### config.mk
export PLATFORM = sky130hd
export DESIGN_NAME = hd44780_text_queue
export DESIGN_NICKNAME = d
export VERILOG_FILES = /design/src/rtl/hd44780_text_queue.sv
export SDC_FILE = /design/constraint.sdc
export NUM_CORES = 1
export LEC_CHECK = 0
export CORE_UTILIZATION = 65
export CTS_CLUSTER_DIAMETER = 60
export DETAILED_ROUTE_END_ITERATION = 10
export HOLD_SLACK_MARGIN = 0.15
export PLACE_DENSITY = 0.83
export SYNTH_ARGS = -nofsm -noshare
export SYNTH_HDL_FRONTEND = slang
export SYNTH_SLANG_ARGS = --single-unit
### constraint.sdc
create_clock -name CLK_I -period 7.6 [get_ports CLK_I]
set_input_delay 1.52 -clock CLK_I [delete_from_list [all_inputs] [get_ports CLK_I]]
set_output_delay 1.52 -clock CLK_I [all_outputs]
set_load 0.01 [all_outputs]
### src/rtl/hd44780_text_queue.sv
// Buffers (rs, byte) entries and issues them one at a time to an HD44780 controller,
// inserting a set-DDRAM-address command when a 16-column line fills.
module hd44780_text_queue #(
    parameter int DEPTH_BITS  = 4,
    parameter int GAP_TICKS   = 8,
    parameter int ACK_TIMEOUT = 15
) (
    input  logic                  CLK_I,
    input  logic                  RST_I,
    input  logic                  STB_I,
    input  logic                  i_rs,
    input  logic [7:0]            i_data,
    output logic                  o_full,
    output logic                  o_empty,
    output logic [DEPTH_BITS:0]   o_count,
    output logic                  o_stb,
    output logic                  o_rs,
    output logic [7:0]            o_lcd_data,
    input  logic                  i_busy
);

    localparam int DEPTH = 1 << DEPTH_BITS;
    localparam int AW    = $clog2(ACK_TIMEOUT + 1);
    localparam int GW    = $clog2(GAP_TICKS + 1);

    typedef enum logic [2:0] {
        S_IDLE,
        S_STROBE,
        S_WAIT_ACK,
        S_WAIT_IDLE,
        S_GAP
    } state_t;

    logic [8:0]            mem_q [DEPTH];
    logic [DEPTH_BITS-1:0] wr_ptr_q, wr_ptr_d;
    logic [DEPTH_BITS-1:0] rd_ptr_q, rd_ptr_d;
    logic [DEPTH_BITS:0]   count_q, count_d;
    logic                  full_q, full_d;
    logic                  empty_q, empty_d;
    logic [4:0]            col_q, col_d;
    logic                  line_q, line_d;

    state_t                state_q;
    logic                  stb_q;
    logic                  rs_q;
    logic [7:0]            dat_q;
    logic                  wrap_q;
    logic [AW-1:0]         ack_cnt_q;
    logic [GW-1:0]         gap_cnt_q;

    logic                  push;
    logic                  pop;
    logic                  accept;
    logic [8:0]            head;
    logic                  need_wrap;
    logic                  next_rs;
    logic [7:0]            next_dat;

    assign push   = STB_I & ~full_q;
    assign accept = (state_q == S_WAIT_ACK) & i_busy;
    // Internal wrap commands never came from the FIFO, so they must not pop it.
    assign pop    = accept & ~wrap_q;

    assign head      = mem_q[rd_ptr_q];
    assign need_wrap = head[8] & (col_q == 5'd16);
    assign next_rs   = need_wrap ? 1'b0 : head[8];
    assign next_dat  = need_wrap ? (line_q ? 8'h80 : 8'hC0) : head[7:0];

    always_comb begin
        wr_ptr_d = wr_ptr_q;
        rd_ptr_d = rd_ptr_q;
        count_d  = count_q;
        if (push) begin
            wr_ptr_d = wr_ptr_q + DEPTH_BITS'(1);
        end
        if (pop) begin
            rd_ptr_d = rd_ptr_q + DEPTH_BITS'(1);
        end
        case ({push, pop})
            2'b10:   count_d = count_q + (DEPTH_BITS+1)'(1);
            2'b01:   count_d = count_q - (DEPTH_BITS+1)'(1);
            default: count_d = count_q;
        endcase
        full_d  = (count_d == (DEPTH_BITS+1)'(DEPTH));
        empty_d = (count_d == '0);
    end

    always_comb begin
        col_d  = col_q;
        line_d = line_q;
        if (accept) begin
            if (wrap_q) begin
                col_d  = 5'd0;
                line_d = ~line_q;
            end else if (rs_q) begin
                if (col_q != 5'd16) begin
                    col_d = col_q + 5'd1;
                end
            end else if (dat_q == 8'h01 || dat_q == 8'h02) begin
                col_d  = 5'd0;
                line_d = 1'b0;
            end else if (dat_q[7]) begin
                line_d = dat_q[6];
                col_d  = {1'b0, dat_q[3:0]};
            end
        end
    end

    always_ff @(posedge CLK_I) begin
        if (push) begin
            mem_q[wr_ptr_q] <= {i_rs, i_data};
        end
    end

    always_ff @(posedge CLK_I or posedge RST_I) begin
        if (RST_I) begin
            wr_ptr_q <= '0;
            rd_ptr_q <= '0;
            count_q  <= '0;
            full_q   <= 1'b0;
            empty_q  <= 1'b1;
            col_q    <= 5'd0;
            line_q   <= 1'b0;
        end else begin
            wr_ptr_q <= wr_ptr_d;
            rd_ptr_q <= rd_ptr_d;
            count_q  <= count_d;
            full_q   <= full_d;
            empty_q  <= empty_d;
            col_q    <= col_d;
            line_q   <= line_d;
        end
    end

    always_ff @(posedge CLK_I or posedge RST_I) begin
        if (RST_I) begin
            state_q   <= S_IDLE;
            stb_q     <= 1'b0;
            rs_q      <= 1'b0;
            dat_q     <= 8'h00;
            wrap_q    <= 1'b0;
            ack_cnt_q <= '0;
            gap_cnt_q <= '0;
        end else begin
            case (state_q)
                S_IDLE: begin
                    if (!empty_q && !i_busy) begin
                        rs_q    <= next_rs;
                        dat_q   <= next_dat;
                        wrap_q  <= need_wrap;
                        stb_q   <= 1'b1;
                        state_q <= S_STROBE;
                    end
                end
                S_STROBE: begin
                    stb_q     <= 1'b0;
                    ack_cnt_q <= '0;
                    state_q   <= S_WAIT_ACK;
                end
                S_WAIT_ACK: begin
                    if (i_busy) begin
                        state_q <= S_WAIT_IDLE;
                    end else if (ack_cnt_q == AW'(ACK_TIMEOUT - 1)) begin
                        // Controller missed the strobe: re-issue the same item.
                        stb_q   <= 1'b1;
                        state_q <= S_STROBE;
                    end else begin
                        ack_cnt_q <= ack_cnt_q + AW'(1);
                    end
                end
                S_WAIT_IDLE: begin
                    if (!i_busy) begin
                        gap_cnt_q <= GW'(GAP_TICKS);
                        state_q   <= S_GAP;
                    end
                end
                S_GAP: begin
                    if (i_busy) begin
                        gap_cnt_q <= GW'(GAP_TICKS);
                    end else if (gap_cnt_q == '0) begin
                        state_q <= S_IDLE;
                    end else begin
                        gap_cnt_q <= gap_cnt_q - GW'(1);
                    end
                end
                default: begin
                    stb_q   <= 1'b0;
                    state_q <= S_IDLE;
                end
            endcase
        end
    end

    assign o_full     = full_q;
    assign o_empty    = empty_q;
    assign o_count    = count_q;
    assign o_stb      = stb_q;
    assign o_rs       = rs_q;
    assign o_lcd_data = dat_q;

endmodule
# Yosys cells after proc, flatten, opt, wreduce, memory -nomap -nowiden
# Memory sizes are Yosys's and may differ from the RTL's.
# Cells that the tools add are included.
# W data, S select, Z words.
[op_classes]
bitwise = 8
addsub = 7
n_reduce_logical = 19
mux = 33
n_eq_ne = 23
[ops]
columns = ["cell", "n"]
rows = [
  ["$mux W5", 5],
  ["$mux W4", 5],
  ["$mux W3", 6],
  ["$pmux W4 S2", 2],
  ["$pmux W3 S5", 1],
  ["$add A4 B1 Y4 const B", 3],
  ["$ne A2 B2 Y1 const B", 6],
  ["$reduce_and A3 Y1", 4],
  ["$add A5 B1 Y5 const B", 2],
  ["$eq A5 B5 Y1 const B", 2],
  ["$mux W1", 10],
  ["$pmux W5 S2", 1],
  ["$eq A8 B1 Y1 const B", 1],
  ["$eq A8 B2 Y1 const B", 1],
  ["$mux W8", 1],
  ["$mux W7", 1],
  ["$eq A3 B2 Y1 const B", 2],
  ["$logic_not A5 Y1", 1],
  ["$ne A5 B5 Y1 const B", 1],
  ["$reduce_and A5 Y1", 1],
  ["$sub A5 B1 Y5 const B", 1],
  ["$and A1 B1 Y1", 4],
  ["$eq A4 B4 Y1 const B", 1],
  ["$logic_not A4 Y1", 1],
  ["21 further kinds", 27],
]
[totals]
output_inout_bits = 17
wordCells = 105
in_bits = 13
regBits = 43
n_memories = 1
ram_bits = 144
[mem_list]
columns = ["memory", "words", "width", "read_ports", "rd_clocked_by_memory_dff", "wr", "line", "text"]
rows = [
  ["mem_q", 16, 9, 1, 0, 1, "34", "logic [8:0] mem_q [DEPTH];"],
]

# Longest topological paths before layout
[logic_depth]
word_depth = 6
depth_mapped = 11
depth_no_buf = 9

# Least setup slack after synthesis
# No wires, ideal clock.
[synth_timing]
path_kind = "in2reg"
startpoint = "in i_busy"
endpoint = "reg empty_q, in the netlist o_empty"
required_ps = 7508
path_stages = 10
n_path_buf = 1
setup_time_ps = 92
setup_slack_ps = 4072
arrival_ps = 3435
path_cell_list = "nand4bb_1 buf_6 nor3_2 xor2_1 ha_1 a21oi_1 nor2b_1 a311o_1 a22oi_1 nor4bb_2"
[synth_between]
elab_chain_cells = 5
elab_cells_between_ends = 6
cone_classes = "eq/ne: 2; mux: 1; bitwise: 2; reduce/logical: 1"
[synth_rtl]
columns = ["element", "line", "text"]
rows = [
  ["from (decl)", "19", "input logic i_busy"],
  ["$and A1 B1 Y1 (*)", "60", "assign accept = (state_q == S_WAIT_ACK) & i_busy;"],
  ["$and A1 B1 Y1 (*)", "62", "assign pop = accept & ~wrap_q;"],
  ["$eq A2 B1 Y1 / $eq A2 B2 Y1 (equally long branches)", "79", "case ({push, pop})"],
  ["$pmux W5 S2 (*)", "79", ""],
  ["$logic_not A5 Y1 (*)", "85", "empty_d = (count_d == '0);"],
  ["via empty_d", "39", "logic empty_q, empty_d;"],
  ["to (signal assigned)", "129", "empty_q <= empty_d;"],
  ["to (decl)", "39", ""],
]
# The timed path passes the listed nets; every way through them passes the cells marked *.
# A chain may end at the register's enable or synchronous reset.

# Worst setup path in the final report
# Same ends and word-level chain as after synthesis.

==> metrics.yaml <==
run_status:
  outcome: "finished, final reports clean"
timing:
  fin_crit_sh_pct: 57.35
  setup_viol: 0
  fmax_mhz: 229.4
  maxSlewViolCount: 0
  hold_viol: 0
  rsz0062_at_grt: "false"
  finClkSkew_ps: 9.802
  finalCriticalPeriod_ps: 4359
  setup_ws_ps: 3241
  maxSlewHeadroom_pct: 28.94
  fin_setup_tns_ps: 0
  tightest_slew_ps: 1062
drt:
  first_iter_violations: 345
  dr.pass1.iters: 5
  ant_nets: 0
  vias: 4483
  avgRoutedWirePerCell_um: 21.72
  wl_um: 15570
  drc: 0
  vias_per_cell: 6.252
power:
  power_w: 0.003398
  irDropWorstVdd_mv: 0.2459
  cellPowerDensity_nw_per_um2: 373.8
  leakage_nw: 3.144
setup_path:
  required_ps: 7930
  cpLargestDelayFamily: "simple AND/OR/NAND/NOR gates"
  cp-start-kind: "input pin"
  critPathArrivalTime_ps: 4690
  cp_slowest_stage_delay_ps: 660
  path_class: "input pin to register"
  critPathBufInv: 1
  slowest_stage: "clkdlybuf4s50_1"
  crit_path_end_kind: "register"
  path_max_fanout: 11
  path_cells: "clkdlybuf4s50_1 > nand4bb_1 > nor3_2 > xor2_1 > ha_1 > a21oi_1 > nor2b_1 > a311o_1 > a22oi_1 > nor4bb_2"
synth:
  synthFlopType: "edfxtp_1"
  syn-mean-instance-area_sq_um: 15.88
  async_flop_share_pct: 22.99
  synth_area_sq_um: 8066
  synthCells: 508
  synth-seq-area-share_pct: 66.96
  ys_warn_count: 0
  synth_edf_count: 144
  syn_nets: 535
  yosys_register_bits: 187
  ys_types: 66
floorplanning:
  num_rows: 40
  initial_utilization_pct: 66.88
  boundaryPins: 30
  core_area_sq_um: 12060
  die_area_sq_um: 12860
  die_y_um: 113.4
  die_w_um: 113.4
finish:
  final_cell_mix: "144 x edfxtp_1, 41 x dfrtp_1, 38 x nor2_1"
  fin_util_pct: 75.36
  antenna_cells: 0
  area_growth_pct: 12.69
  layout-drive-gt1-share_pct: 18.03
  nets: 564
  design_area_sq_um: 9090
  layout_commonest_cell: "edfxtp_1"
clock_network:
  hold_buffers: 0
  insertion_delay_ps: 430
  clk_path_buf_depth: 2
  clock_sinks: 187
  post_cts_buffers: 0
  cts_resized: 0
  tritoncts: "yes"
  clk_pin_slew_ps: 60
  cts_inserted_buffers: 17
  htreeDepth: 4
  cts-root-buf: "clkbuf_16"
placement:
  dp_hpwl_um: 9612
  placed_area_sq_um: 8491
  place.gp.congestion: 0.8505
  io_buffers: 29
  post-place-ws_ps: 2855
global_routing:
  globalRouteOverflowTotal: 0
  track_usage_pct: 26.97
  grt_pass1_vias: 4591
  antenna_found_initial: 0
  grt_pass1_wl_um: 24700
  grt_max_degree: 44
min_path:
  hold_path.class: "register to register"
job:
  maxCapViolCount: 0
[routing by layer]
layer,GRT usage (%),vias up,share of wire (%)
li1,-,2029,-
met1,33.54,2238,40
met2,45.48,173,51
met3,5.101,43,5.0
met4,14.56,0,3.7
met5,0,-,0
[state kept, by name, summed over array words and instances, names as in the netlist]
register and cells:
ack_cnt_q 4, col_q 5, gap_cnt_q 4, line_q 1
mem_q 144, o_count 5, o_empty 1, o_full 1
o_lcd_data 8, o_rs 1, o_stb 1, rd_ptr_q 4
state_q 3, wr_ptr_q 4, wrap_q 1
[cell families (layout without fill, tap and decap cells)]
kind of cell | Yosys count | count (layout) | synth area share [%]
buffers and inverters | 40 | 81 | 2.373
multiplexers | 60 | 60 | 13.09
AO/OA/AOI/OAI | 66 | 66 | 5.600
adder cells (fa/ha/maj) | 14 | 14 | 2.172
XOR/XNOR | 12 | 12 | 1.303
flip-flops | 187 | 187 | 66.96
AND/OR/NAND/NOR | 129 | 129 | 8.500
[path summary, 6_finish.rpt]
check / cells past startpoint / to / startpoint / slack [ps]
setup / recovery: 10 / o_empty / i_busy / 3240
hold / removal: 1 / o_stb / o_stb / 540
setup reg to reg: 9 / o_empty / state_q[2] / 4340
hold reg to reg: 1 / o_stb / o_stb / 540
max in group asynchronous: 3 / rd_ptr_q[0] / RST_I / 5640
min in group asynchronous: 3 / gap_cnt_q[3] / RST_I / 1550
[stage by stage]
| step | std cells | hold slack (ps) |
|---|---|---|
| 2_1_floorplan | 508 | 492.0 |
| 3_3_place_gp | 686 | 519.2 |
| 3_5_place_dp | 686 | 529.0 |
| 4_1_cts | 717 | 540.5 |
| 5_1_grt | 717 | 552.3 |
| 6_report | 717 | 537.3 |
[worst register-to-register path, cell delays in order, from the launching register on]
cell,delay [ps]
dfrtp_1,550
nand4bb_1,570
nor3_2,410
xor2_1,120
ha_1,190
a21oi_1,260
nor2b_1,100
a311o_1,390
a22oi_1,260
nor4bb_2,320
[final cells by class]
class,count,area [sq um]
timing repair buffer,37,350.3
inverter,13,48.80
multi-input combinational,281,2479
fill,697,2972
tap,168,210.2
clock buffer,17,425.4
clock inverter,14,173.9
sequential,187,5403
[power by group]
group	internal, W	switching, W	leakage [nW]
registers	0.00127	0.000163	1.83
logic	0.000515	0.000556	1.04
clock network	0.000516	0.000373	0.277
total	0.00231	0.00109	3.14
[synthesized netlist by cell type (8+ instances only)]
master	instances	area (sq um)
mux2_2	13	146.4
o21ai_0	15	75.07
o31ai_1	10	75.07
a21oi_1	19	95.09
dfrtp_1	42	1051
edfxtp_1	144	4324
ha_1	14	175.2
inv_1	13	48.80
nor3_1	9	45.04
buf_2	11	55.05
clkbuf_1	8	30.03
nor2_1	38	142.6
mux2i_1	11	110.1
mux4_2	35	788.3
nand2_1	30	112.6
Note: power is estimated with default switching activity, not from simulation.
==> patch 1 (same settings) <==
Change the parameter `DEPTH_BITS` from 4 to 3.
--- a/src/rtl/hd44780_text_queue.sv
+++ b/src/rtl/hd44780_text_queue.sv
@@ -2,5 +2,5 @@
 // inserting a set-DDRAM-address command when a 16-column line fills.
 module hd44780_text_queue #(
-    parameter int DEPTH_BITS  = 4,
+    parameter int DEPTH_BITS  = 3,
     parameter int GAP_TICKS   = 8,
     parameter int ACK_TIMEOUT = 15
Ports: changed (resized o_count); port bits go from 30 to 29. No check against the original RTL was run, so the function may have changed too.
==> patch 1 against the unedited design <==
- hold slack got worse by 35 ps
- fmax is 12% higher
- cell area is 39% lower
- wire length fell by 45%
- setup slack improved by 470 ps
- utilization increased by 0.62 points
- total power fell by 41%
- synthesized area fell by 38%
- highest routed layer unchanged
- sequential share of layout area is 2.6 points lower
- via count down 37%
- largest power group unchanged
- sequential cell count fell by 75
- clock skew is 2.0 ps higher
- cell count decreased by 33%
==> patch 1: results (changes against the unedited design) <==
- All-Layer GR Usage: 0.232 (-0.0378)
- VDD IR max: 0.000178 V (-28%)
- Syn Inst Count: 344 (-32%)
- Routing usage on met1: 0.300 (-0.0353)
- Top reg by flops: mem_q
- Worst Hold Class: reg -> reg
- Post-Route WL: 8510 µm (-45%)
- Largest register FFs: 72 (-50%)
- H-tree Lvls: 3 (-1)
- Maxcap violations: 0 (unchanged)
- DR iter-0 viols: 134 (-61%)
- # Post-CTS Setup Buffers: 0 (unchanged)
- Total CTS buffers: 9 (-8)
- Worst-margin pin slew: 1000 ps (-57.3 ps)
- Critical Path AT: 4180 ps (-510 ps)
- Port-buffer cells: 28 (-3.4%)
- Post-synthesis net count: 367 (-31%)
- Layout cell share with drive strength beyond 1: 0.129 (-0.0510)
- Placed Cells: 462 (-33%)
- Initial DRT Pass Iterations: 4 (-1)
- Root buffer cell: clkbuf_8
- Reg clk slew, reported paths: 110 ps (+50 ps)
- Initial antenna violation count: 0 (unchanged)
- Fin cells: 478 (-33%)
- Clk buf depth: 2 (unchanged)
- Pleak: 2.07 nW (-34%)
- First-pass GRT wire length: 13500 µm (-45%)
- DP Wirelength: 5930 µm (-38%)
- Number of diodes: 0 (unchanged)
- Area contributors post-synth: edfxtp_1 43%, dfrtp_1 20%, mux4_2 5.0%
- Final #Nets: 397 (-30%)
- Max Slew Vio Count: 0 (unchanged)
- Sequential share of the synthesized area: 0.634 (-0.0359)
- Top cells by count, synth: 72 x edfxtp_1, 39 x dfrtp_1, 26 x nand2_1
- Prevailing post-synth register cell: edfxtp_1
- Global Route met2 Usage: 0.409 (-0.0457)
- Clk Latency, worst-skew pair: 360 ps (-70 ps)
- Largest net degree at the start of global routing: 41 (-6.8%)
- Fraction of registers with async set/reset: 0.357 (+0.127)
- PostCTS Resize Cnt: 0 (unchanged)
- EDFF count, synth: 72 (-50%)
- Unique masters post-synth: 59 (-11%)
- Status: finished, final reports clean
- Crit Path Max Fanout: 10 (-1)
- Met3 usage: 0.0338 (-0.0172)
- Yosys warns: 0 (unchanged)
- Clock Skew: 11.8 ps (+1.95 ps)
- DR vias: 2840 (-37%)
- Final GP Congestion: 0.810 (-4.8%)
-- patch 1: cell count changes after synthesis, moves of 5 or more --
| cell | delta |
|---|---|
| mux4_2 | -24 |
| o21ai_0 | -5 |
| mux4_1 | +6 |
| nor2_1 | -16 |
| edfxtp_1 | -72 |
| mux2_2 | -9 |
| a21oi_1 | -13 |
-- patch 1: final cells by class --
cell class                 instances  area, µm²
multi-input combinational        204       1720
fill                             442       1760
tap                               99        124
sequential                       112       3160
inverter                          13       48.8
clock buffer                       9        124
timing repair buffer              34        325
clock inverter                     7       65.1
-- patch 1: kinds of logic after synthesis --
group	Yosys count	share of synthesized area
compound gates	48	0.0702
xor+xnor	11	0.0193
fa+ha+maj	10	0.0251
buf+inv	28	0.0243
flops	112	0.634
mux	36	0.120
simple gates	99	0.107
-- patch 1: metrics by stage --
step                hold WS, ps  utilization  worst slack (ps)  area (µm²)  total power [mW]
finish                      503        0.760              3710        5570              1.99
CTS                         508        0.760              3730        5570              2.00
detailed placement          483        0.734              3320        5380              1.68
floorplan                   481            -              4180        4990              1.45
global route                539        0.760              3480        5570              2.11
global placement            465        0.734              3390        5380              1.65
-- patch 1: per-layer routing --
metal | share of wire | vias up | routed length, µm
met2 | 0.53 | 44 | 4490
met3 | 0.023 | 5 | 199
li1 | - | 1368 | -
met4 | 0.0062 | 0 | 53
met1 | 0.44 | 1423 | 3770
met5 | 0 | - | 0
-- patch 1: where the power goes --
part           internal (mW)  total, mW  leakage [nW]  switching [mW]
combinational          0.362      0.706         0.823           0.344
clock                  0.127      0.330        0.0938           0.203
sequential             0.795      0.952          1.15           0.157
-- patch 1: path summary, 6_finish.rpt --
path	startpoint	to	slack, ps	cells after the start
setup reg to reg	state_q[2]	o_empty	4930	8
min in group asynchronous	RST_I	gap_cnt_q[1]	1570	3
max in group asynchronous	RST_I	o_empty	5670	3
hold reg to reg	o_stb	o_stb	500	2
hold / removal	o_stb	o_stb	500	2
setup / recovery	i_busy	o_empty	3710	9
-- patch 1: worst max-delay path: stages --
cell and delay [ps]:
clkdlybuf4s50_1 660, nand4bb_1 390, nor2_1 380, ha_1 390, nand2b_1 210, nor4_1 160, o21ai_0 90, and3_1 200
nor3_1 180
==> patch 2 (same flow settings) <==
Made on the original files. Re-encode `state_t` (5 states) as one-hot, 5 bits wide.
--- a/src/rtl/hd44780_text_queue.sv
+++ b/src/rtl/hd44780_text_queue.sv
@@ -24,10 +24,10 @@
     localparam int GW    = $clog2(GAP_TICKS + 1);
 
-    typedef enum logic [2:0] {
-        S_IDLE,
-        S_STROBE,
-        S_WAIT_ACK,
-        S_WAIT_IDLE,
-        S_GAP
+    typedef enum logic [4:0] {
+        S_IDLE      = 5'b00001,
+        S_STROBE    = 5'b00010,
+        S_WAIT_ACK  = 5'b00100,
+        S_WAIT_IDLE = 5'b01000,
+        S_GAP       = 5'b10000
     } state_t;
 
Behaviour: same outputs for any inputs over 10 cycles, from zero or initial values and one cycle with RST_I high; not proved beyond that.
==> patch 2 against the unedited design <==
- synthesized area is 1.5% higher
- register-to-register slack about the same
- cell count shrank 1.3%
- sequential cell count grew 2
- setup slack got worse by 58 ps
- cell area grew 0.95%
- wire length rose by 4.6%
- total power decreased by 5.9%
- global-route usage increased by 0.75 points
- critical endpoint is now o_full
- largest power group unchanged
- highest routed layer unchanged
==> patch 2: results (changes against the unedited design) <==
- Status: finished, final reports clean
- Global route overflow: 0 (unchanged)
- Synth Area in Compound Gates: 0.0509 (-0.00510)
- Slew HR: 0.237 (-0.0529)
- Largest net degree at the start of global routing: 46 (+4.5%)
- Synth Area in Adders: 0.0199 (-0.00185)
- Unique masters post-synth: 68 (+3.0%)
- Fraction of registers with async set/reset: 0.238 (+0.00815)
- First-pass GRT wire length: 25500 µm (+3.1%)
- Hold_buf cts: 0 (unchanged)
- EDFF count, synth: 144 (unchanged)
- Total CTS buffers: 17 (unchanged)
- R2R depth: 10 (+1)
- DRC errors left: 0 (unchanged)
- Slowest stage cell, crit path: nor2b_1
- Worst Hold Class: reg -> reg
- VDD IR max: 0.000256 V (+4.3%)
- Avg WL per Cell: 23.0 µm (+5.9%)
- Clk Latency, worst-skew pair: 430 ps (about the same)
- DR iter-0 viols: 365 (+5.8%)
- Post-synthesis net count: 523 (-2.2%)
- Post-synthesis mux area share: 0.137 (+0.00633)
- Port-buffer cells: 29 (unchanged)
- Sequential share of the synthesized area: 0.666 (-0.00356)
- PostCTS Resize Cnt: 0 (unchanged)
- Final GP Congestion: 0.833 (-2.0%)
- Placement Cell Area: 8570 µm² (+0.91%)
- All-Layer GR Usage: 0.277 (+0.00749)
- Crit path from: STB_I
- Top cells by count, synth: 144 x edfxtp_1, 43 x dfrtp_1, 29 x mux4_2
- Vias in the first global route: 4597 (+0.13%)
- Final #Nets: 553 (-2.0%)
- Root buffer cell: clkbuf_16
- Area contributors post-synth: edfxtp_1 53%, dfrtp_1 13%, mux4_2 8.0%
- Initial antenna violation count: 0 (unchanged)
- DR vias: 4490 (+0.16%)
- Syn Inst Count: 497 (-2.2%)
- Clock Skew: 6.45 ps (-3.35 ps)
- Placed Cells: 676 (-1.5%)
- Post-Route WL: 16300 µm (+4.6%)
- Pleak: 3.17 nW (+0.92%)
- Layout cell share with drive strength beyond 1: 0.159 (-0.0211)
- Worst path max stage delay: 590 ps (-70 ps)
- DP Wirelength: 10100 µm (+5.2%)
- Post-Synth XOR/XNOR Area: 0.0159 (+0.00287)
- Reg-to-reg critical path startpoint: o_full
- Critical Path AT: 4760 ps (+70 ps)
## patch 2: cell types whose count changed in the layout (fill, tap and decap cells not counted), moves of 6 or more
cell and change:
nor2_1 -12, buf_4 -7, nand2_1 -10, mux4_2 -6
and2_1 +18, mux4_1 +9
## patch 2: worst paths after layout
| path | end | slack (ps) |
|---|---|---|
| min reg2reg | o_stb | 500 |
| min | o_stb | 500 |
| max | o_full | 3180 |
| min in group asynchronous | o_full | 1620 |
| max in group asynchronous | rd_ptr_q[0] | 5360 |
| max reg2reg | o_full | 4340 |
## patch 2: through the flow
| stage | setup WS, ps | hold WS, ps | total power, mW |
|---|---|---|---|
| after floorplan | 3970 | 493 | 2.02 |
| after global placement | 3080 | 479 | 2.24 |
| after detailed placement | 2790 | 488 | 2.29 |
| after CTS | 3270 | 502 | 3.21 |
| after global routing | 2970 | 517 | 3.34 |
| final | 3180 | 499 | 3.20 |
## patch 2: power by group
part / total (mW) / internal, mW / switching, mW
Sequential: 1.48 / 1.28 / 0.199
Combinational: 0.801 / 0.402 / 0.399
Clock: 0.914 / 0.525 / 0.389
## patch 2: cells by family after synthesis
kind of cell             count (synthesis)
multiplexers                            60
adder cells (fa/ha/maj)                 13
XOR/XNOR                                14
AND/OR/NAND/NOR                        124
AO/OA/AOI/OAI                           62
flip-flops                             189
buffers and inverters                   35
## patch 2: routing by layer
metal  part of all wire  GRT usage  vias to the layer above
met5                  0          0                        -
met4              0.026      0.119                        0
met3              0.047     0.0556                       30
met2               0.52      0.474                      143
met1               0.40      0.349                     2302
li1                   -          -                     2015
## patch 2: area by class of cell
cell class                      count  area (µm²)
Clock buffer                       18         429
Timing Repair Buffer               30         298
Sequential cell                   189        5450
Clock inverter                     14         179
Fill cell                         670        2990
Multi-Input combinational cell    273        2550
Inverter                           16        60.1
Tap cell                          168         210
